--- src/rtl/jump_target_unit.sv ---
// jump_target_unit: computes J/JAL/JR/BRANCH targets and link values and
// holds them in a single-entry registered redirect slot for the PC stage.
// Latency: request accepted at edge N shows as redir_valid/redir_target right after edge N.
// Backpressure: req_ready drops while a redirect is held with redir_ready low, or during flush.
// Ports: clk/rst_n (async active-low); req_* from decode (valid/ready);
//        flush drops the pending redirect and any same-cycle request;
//        redir_* to the PC stage (valid/ready), redir_link/redir_link_we carry the $ra write;
//        ras_hit reports a return-address-stack match on JR.
// Optional feature: define JTU_RAS_EN to build the RAS_DEPTH-entry return-address
// stack; without it there is no stack storage and ras_hit is always 0.
module jump_target_unit #(
    parameter int ADDR_W    = 32,
    parameter int IDX_W     = 26,
    parameter int RAS_DEPTH = 4
) (
    input  logic              clk,
    input  logic              rst_n,
    input  logic              req_valid,
    output logic              req_ready,
    input  logic [1:0]        req_kind,
    input  logic [ADDR_W-1:0] req_pc,
    input  logic [IDX_W-1:0]  req_index,
    input  logic [ADDR_W-1:0] req_reg,
    input  logic [15:0]       req_offset,
    input  logic              req_taken,
    input  logic              flush,
    output logic              redir_valid,
    input  logic              redir_ready,
    output logic [ADDR_W-1:0] redir_target,
    output logic [ADDR_W-1:0] redir_link,
    output logic              redir_link_we,
    output logic              ras_hit
);

    typedef enum logic [1:0] {K_J = 2'b00, K_JAL = 2'b01, K_JR = 2'b10, K_BR = 2'b11} kind_e;
    typedef enum logic {EMPTY = 1'b0, FULL = 1'b1} state_e;

    // Low IDX_W+2 bits come from the instruction index; the rest from req_pc.
    // When ADDR_W == IDX_W+2 the mask is all ones and no PC bits survive.
    localparam logic [ADDR_W-1:0] IDX_MASK = {ADDR_W{1'b1}} >> (ADDR_W - IDX_W - 2);

    generate
        if (ADDR_W < IDX_W + 2 || RAS_DEPTH < 2 || (RAS_DEPTH & (RAS_DEPTH - 1)) != 0) begin : g_cfg_check
            $error("jump_target_unit: illegal ADDR_W/IDX_W/RAS_DEPTH combination");
        end
    endgenerate

    state_e            state_q;
    logic [ADDR_W-1:0] target_q, link_q;
    logic              link_we_q, ras_hit_q;

    logic [ADDR_W-1:0] target_d, link_d, jump_tgt, br_off;
    logic              accept, produce, hit_d;

    assign redir_valid   = (state_q == FULL);
    assign redir_target  = target_q;
    assign redir_link    = link_q;
    assign redir_link_we = link_we_q;

    assign req_ready = !flush && (!redir_valid || redir_ready);
    assign accept    = req_valid && req_ready;
    // A not-taken branch is consumed but leaves the redirect slot untouched.
    assign produce   = accept && !(req_kind == K_BR && !req_taken);

    assign jump_tgt = ADDR_W'({req_index, 2'b00}) | (req_pc & ~IDX_MASK);
    // Casting the signed word offset to ADDR_W sign-extends it.
    assign br_off   = ADDR_W'($signed({req_offset, 2'b00}));
    assign link_d   = req_pc + ADDR_W'(4);

    always_comb begin
        target_d = jump_tgt;
        case (req_kind)
            K_JR:    target_d = req_reg;
            K_BR:    target_d = req_pc + br_off;
            default: target_d = jump_tgt;
        endcase
    end

`ifdef JTU_RAS_EN
    localparam int PTR_W = $clog2(RAS_DEPTH);
    localparam int CNT_W = $clog2(RAS_DEPTH + 1);

    logic [ADDR_W-1:0] ras_q [RAS_DEPTH];
    logic [PTR_W-1:0]  ptr_q;
    logic [CNT_W-1:0]  cnt_q;
    logic [ADDR_W-1:0] ras_top;

    // ptr_q points at the next free slot; the newest entry sits just below it.
    assign ras_top = ras_q[ptr_q - PTR_W'(1)];
    assign hit_d   = (cnt_q != '0) && (ras_top == req_reg);
    assign ras_hit = ras_hit_q;

    always_ff @(posedge clk or negedge rst_n) begin
        if (!rst_n) begin
            ptr_q <= '0;
            cnt_q <= '0;
            for (int i = 0; i < RAS_DEPTH; i++) ras_q[i] <= '0;
        end else if (accept && req_kind == K_JAL) begin
            // Circular: once full, the push overwrites the oldest entry.
            ras_q[ptr_q] <= link_d;
            ptr_q        <= ptr_q + PTR_W'(1);
            if (cnt_q != CNT_W'(RAS_DEPTH)) cnt_q <= cnt_q + CNT_W'(1);
        end else if (accept && req_kind == K_JR && cnt_q != '0) begin
            ptr_q <= ptr_q - PTR_W'(1);
            cnt_q <= cnt_q - CNT_W'(1);
        end
    end
`else
    assign hit_d   = 1'b0;
    assign ras_hit = 1'b0;
`endif

    always_ff @(posedge clk or negedge rst_n) begin
        if (!rst_n) begin
            state_q   <= EMPTY;
            target_q  <= '0;
            link_q    <= '0;
            link_we_q <= 1'b0;
            ras_hit_q <= 1'b0;
        end else if (flush) begin
            state_q <= EMPTY;
        end else if (produce) begin
            state_q   <= FULL;
            target_q  <= target_d;
            link_q    <= link_d;
            link_we_q <= (req_kind == K_JAL);
            ras_hit_q <= (req_kind == K_JR) && hit_d;
        end else if (redir_ready) begin
            state_q <= EMPTY;
        end
    end

endmodule

--- config.mk ---
export PLATFORM = sky130hd
export DESIGN_NAME = jump_target_unit
export DESIGN_NICKNAME = d
export VERILOG_FILES = /design/src/rtl/jump_target_unit.sv
export SDC_FILE = /design/constraint.sdc
export NUM_CORES = 1
export LEC_CHECK = 0
export BUFFER_PORTS_ARGS = -buffer_cell sky130_fd_sc_hd__buf_2
export CORE_ASPECT_RATIO = 2
export CORE_MARGIN = 8
export CORE_UTILIZATION = 50
export CTS_CLUSTER_DIAMETER = 120
export CTS_CLUSTER_SIZE = 40
export DETAILED_ROUTE_END_ITERATION = 12
export GPL_ROUTABILITY_DRIVEN = 0
export PLACE_DENSITY = 0.8
export SLEW_MARGIN = 20
export SYNTH_ARGS = -nofsm -noshare
export SYNTH_HDL_FRONTEND = slang
export SYNTH_SLANG_ARGS = --single-unit
export TNS_END_PERCENT = 20
--- constraint.sdc ---
create_clock -name clk -period 2.1 [get_ports clk]
set_input_delay 0.21 -clock clk [delete_from_list [all_inputs] [get_ports clk]]
set_output_delay 0.21 -clock clk [all_outputs]
set_load 0.01 [all_outputs]
==> metrics, run 1 <==
status finished clean; Fmax 486 MHz; Final nets approximately 1100; Die Y-Extent 159 um; dpl ws -410 ps; Hold Crit Class in2reg; DP HPWL between 15000 and 20000 um; total number of yosys warnings 0; M3 GR Usage 5.95%; H-Tree Level Count 3; synthesized instance count 638; WP data arrival 2290 ps; leakage 0.00355 uW; Slew Viols, Final 0; critical path type in2reg; grt ovf 0; FP Rows 52; FF+latch count, synth 66; Crit. End Element flop; net count after synthesis 783; GR Layer Usage met2 51.0%; CP endpoint redir_target[26]; filler-free cell count of the finished design 1047; Critical Path Stages 12; Avg Inst Size Synth 8.02 sq um; Inst Count DP 1026; VDD IR max between 0.4 and 0.5 mV; asr flop ratio synth 100%; setup TNS 0 ps; number of synthesized flops with an enable pin 0; crit-path leading delay family compound AO/OA/AOI/OAI gates; vias per cell 5.84; CTS tree yes; largest net degree at the start of global routing 72; Worst slew margin 65.0%; CTS clk-pin slew, worst paths 60 ps; cts bufs inserted 9; Post-synth top flop dfrtp_1; Clock Sink Count 66; WP buf/inv 2; antenna-violating nets left 0; critical-path cell list buf_2 > ha_4 > inv_2 > fa_2 > nand2b_4 > a21oi_4 > o21ai_1 > a311oi_2 > a21o_1 > o21ai_1 > xor2_1 > o31ai_2; Vias 6117; Top cell by count, worst path o21ai_1; Die Wd 87.5 um; Area Overhead vs Synth 42.0%; Die ar. 0.0139 sq mm; most common cell after layout, fill and taps aside buf_2; Final Hold Violating Endpoints 0; drc violations 0; Synth cell types 65; gr busiest metal met2; boundary pin count between 150 and 200; Synth Cell Area between 0.005 and 0.006 sq mm; filler instances 812; core area 0.0100 sq mm; Seq/Total Area, Yosys between 30% and 40%; R2R cell count 5; Clock Latency Late Sink ~330 ps; layout cells sized above 1 between 30% and 40%; CP peak stage delay about 360 ps; reg-to-reg critical path endpoint redir_target[27]; min Tclk post-route 2060 ps; Initial DRT Pass Iterations 6; largest fanout on the critical path 4; crit path launch type primary input; most frequent cells in the layout 180 x buf_2, 105 x buf_4, 94 x nand2_1, 69 x o21ai_0, 66 x dfrtp_1; Final WS setup approximately 43 ps; routing usage on met1 25.6%; initial antenna violation count 2; RSZ-0062 raised after global routing true; R2R Path Start redir_valid; drt initial violations 401; first-pass GRT wire length 30900 um; endpoints failing setup 0; CP Launch Point req_pc[2]; worst slew pin tran 525 ps; Setup Skew around 7.5 ps; Worst Path Required 2340 ps; setup slack, reg-to-reg 240 ps; Pwr Density 666 mW/mm^2; Worst path slowest cell fa_2; CTS max path bufs 2; DR WL/cell 18.9 um; Tcrit/Tclk final 98.0%; GRT Total Usage between 20 and 30%; vias in the first global route 6477; port bufs 180; clock root cell clkbuf_16; hold path startpoint flush; fin util just over 70%; Initial Util 51.1%; max-cap check violation count 0; final WL 19800 um
## per-stage QoR
step	cell area (sq um)	total power, uW	hold WS, ps
floorplan	5150	2520	-85.6
global placement	6900	3340	216
detailed placement	6900	3410	209
CTS	7210	4820	78.8
global route	7270	5090	90.8
finish	7270	4840	86.8
## registers in the layout, summed over array words and instances, names as in the netlist
register	count
redir_valid	1
redir_link_we	1
redir_target	32
redir_link	32
## power breakdown
group	internal [uW]	switching, uW	leakage, uW
combinational	807	1010	0.00261
clock	825	573	0.000131
sequential	1500	122	0.000809
## metal layers
metal  vias to the layer above  wire [um]
met3                       111       1180
li1                       2830          -
met1                      2845       6370
met2                       331      10700
met4                         0       1600
met5                         -          0
## cell usage after synthesis (3+ instances only)
library cell,instances,area [sq um]
nor4_1,3,18.8
o21ai_0,72,360
nand3_1,24,120
and3_1,9,56.3
dfrtp_1,66,1650
o21ai_1,6,30.0
a21o_1,10,75.1
o31ai_1,4,30.0
mux2i_1,15,150
buf_2,12,60.1
nor2b_1,5,31.3
xor2_1,22,193
xnor2_1,24,210
o21bai_1,5,37.5
nand4_1,10,62.6
a211oi_1,8,60.1
ha_1,30,375
nand2_1,94,353
a21oi_1,54,270
nor2_1,49,184
o211ai_1,5,37.5
o21a_1,3,22.5
clkbuf_1,18,67.6
o22ai_1,4,25.0
nand2b_1,4,25.0
or3_1,6,37.5
inv_1,10,37.5
nor3_1,14,70.1
## worst min-delay path by stage
stage,endpoint,slack [ps],cells after the start
final,redir_valid,90,2
after global routing,redir_link[1],90,3
after CTS,redir_valid,80,2
after detailed placement,redir_link[20],210,1
after global placement,redir_link[20],220,1
after floorplan,redir_link[0],-90,0
## timing repair
| item | in CTS | in global routing |
|---|---|---|
| resized for setup | 2 | 13 |
| hold buffers | 1 | 0 |
| endpoints found under the setup margin | 3 | 12 |
| buffers inserted | 2 | 0 |
| hold endpoints to repair | 20 | 0 |
| cloned | 0 | 0 |
| pin swaps | 2 | 1 |
## kinds of logic (layout without fill, tap and decap cells)
family	count (synthesis)	in the layout	share of synthesized area, %
AOI/OAI and AO/OA	203	203	24.4
buffers and inverters	44	316	3.67
adders and majority gates	31	31	7.73
muxes	15	15	2.93
other	1	3	0.0733
DFF	66	66	32.3
xor gates and xnor gates	46	46	7.87
and+or+nand+nor	232	232	21.1
## final cells by class
cell class / instances / area, sq um / share of cell area, %
flip-flops and latches: 66 / 1650 / 22.7
multi-input cells: 528 / 3380 / 46.6
clock inverters: 5 / 30.0 / 0.413
diodes: 2 / 5.00 / 0.0689
clock buffers: 11 / 243 / 3.34
inverters: 12 / 45.0 / 0.620
well taps: 135 / 169 / 2.32
repair buffers: 288 / 1740 / 23.9
(Power assumes the default switching activity.)
==> run 2: changes to the inputs <==
--- a/config.mk
+++ b/config.mk
@@ -6,14 +6,14 @@
 export NUM_CORES = 1
 export LEC_CHECK = 0
 export BUFFER_PORTS_ARGS = -buffer_cell sky130_fd_sc_hd__buf_2
-export CORE_ASPECT_RATIO = 2
+export CORE_ASPECT_RATIO = 1.25
 export CORE_MARGIN = 8
 export CORE_UTILIZATION = 50
 export CTS_CLUSTER_DIAMETER = 120
 export CTS_CLUSTER_SIZE = 40
 export DETAILED_ROUTE_END_ITERATION = 12
 export GPL_ROUTABILITY_DRIVEN = 0
-export PLACE_DENSITY = 0.8
+export PLACE_DENSITY = 0.81
 export SLEW_MARGIN = 20
 export SYNTH_ARGS = -nofsm -noshare
 export SYNTH_HDL_FRONTEND = slang
==> run 2 against run 1 <==
Against the previous run: clock power increased by 11%; final cell count decreased by 0.67%; via count decreased by 1.6%; die area decreased by 1.3%; critical path type unchanged; critical endpoint is now redir_target[24].
==> metrics, run 2 (same netlist as run 1, synthesis figures left out) <==
length of routed met2 wiring 9620 um; grt ovf 0; port bufs 180; CTS clk-pin slew, worst paths 60 ps; Slew Viols, Final 0; status finished clean; Seq pwr share between 30 and 40%; max-cap check violation count 0; Clock Latency Late Sink roughly 340 ps; Initial Util 50.9%; drc violations 0; Setup Skew roughly 3.5 ps; dpl ws -465 ps; Die Y-Extent 129 um; Die Wd ~110 um; largest fanout on the critical path 3; critical-path cell list buf_8 > ha_4 > inv_2 > fa_2 > nand2b_4 > a21oi_4 > o2111ai_4 > o31ai_4 > a211oi_4 > o21ai_1 > xor2_1 > o2bb2ai_1; Vias 6021; Gate power share 35.9%; clock root cell clkbuf_16; Initial DRT Pass Iterations 5; endpoints failing setup 0; dpl cell area 0.00690 sq mm; most common cell after layout, fill and taps aside buf_2; initial antenna violation count 0; Worst Path Required 2360 ps; worst hold margin about 74 ps; Fmax 479 MHz; DR top layer met4; CTS tree yes; final WL ~19000 um; Finished Cell Area approximately 0.0073 sq mm; vias in the first global route 6501; Tcrit/Tclk final 99.4%; Final Power approximately 5000 uW; fin util 72.6%; worst slew pin tran 574 ps; drt initial violations between 300 and 400; CP peak stage delay 360 ps; Crit. End Element flop; Switching Share roughly a third; CTS max path bufs 2; Die ar. 0.0137 sq mm; layout cells sized above 1 between 30% and 40%; boundary pin count 182; Worst path slowest cell o31ai_4; Final WS setup 13.1 ps; most frequent cells in the layout 177 x buf_2, 107 x buf_4, 94 x nand2_1, 71 x o21ai_0, 66 x dfrtp_1; Final nets 1051; DP HPWL 14800 um; Hold Crit Class in2reg; largest net degree at the start of global routing 46; leakage between 0.003 and 0.004 uW; Pwr Density 683 mW/mm^2; Clock Sink Count 66; metal1 wirelength 6610 um; Final Hold Violating Endpoints 0; VDD IR max 0.439 mV; Clk pwr share 31.3%; vias per cell 5.79; critical path type in2reg; RSZ-0062 raised after global routing true; GRT Total Usage roughly a quarter; Psw 1720 uW; Worst slew margin between 60% and 70%; metal3 WL 1410 um; WP data arrival 2350 ps; cts bufs inserted 9; Area Overhead vs Synth 42.7%; DR WL/cell 17.9 um; antenna fix cells 0; core area 0.0101 sq mm; crit path launch type primary input; first-pass GRT wire length slightly below 30000 um; antenna-violating nets left 0; FP Rows between 40 and 50; H-Tree Level Count 3; Int Pwr 3270 uW; min Tclk post-route around 2100 ps
[run 2: power by group through the flow]
| stage | sequential (uW) | combinational (uW) | clock (uW) |
|---|---|---|---|
| after floorplan | 1750 | 763 | 0 |
| after global placement | 1640 | 1690 | 0 |
| after detailed placement | 1650 | 1750 | 0 |
| after CTS | 1630 | 1770 | 1570 |
| after global routing | 1660 | 1960 | 1640 |
| final | 1630 | 1790 | 1560 |
[run 2: repair_timing]
action                                  CTS  global route
setup buffers                             0             1
cloned                                    0             0
hold buffers                              1             0
endpoints found under the setup margin    6            13
endpoints found under the hold margin    21             0
gates resized for setup                   2            16
pin swaps                                 1            12
[run 2: worst max-delay path: cells and delay by family]
family	cells	cell delay, ps
AO/OA/AOI/OAI	6	1180
XOR/XNOR	1	200
adder cells (fa/ha/maj)	2	460
buffers and inverters	2	110
AND/OR/NAND/NOR	1	160
[run 2: cell type report]
class                      instances  area (sq um)
fill                             773          2750
sequential                        66          1650
multi-input combinational        528          3380
inverter                          12          45.0
clock buffer                      10           239
timing repair buffer             289          1760
tap                              129           161
clock inverter                     6          65.1
[run 2: layer usage]
layer,global-route usage [%],vias to the layer above
met5,0,-
met4,16.8,0
met3,7.35,74
met2,48.3,303
met1,26.4,2810
li1,-,2834
[run 2: final timing paths]
kind / from / endpoint / slack [ps] / depth (start not counted)
worst max-delay path: req_pc[2] / redir_target[24] / 10 / 12
min in group asynchronous: rst_n / redir_target[29] / 400 / 2
worst max register to register: redir_valid / redir_target[31] / 280 / 4
worst min register to register: redir_link[1] / redir_link[1] / 470 / 2
max in group asynchronous: rst_n / redir_target[2] / 960 / 3
worst min-delay path: flush / redir_valid / 70 / 2
[run 2: per-stage QoR]
stage | cells | TNS (ps)
3_3_place_gp | 1022 | -2820
2_1_floorplan | 638 | -173
6_report | 1040 | 0
4_1_cts | 1039 | 0
3_5_place_dp | 1022 | -5000
5_1_grt | 1040 | -349
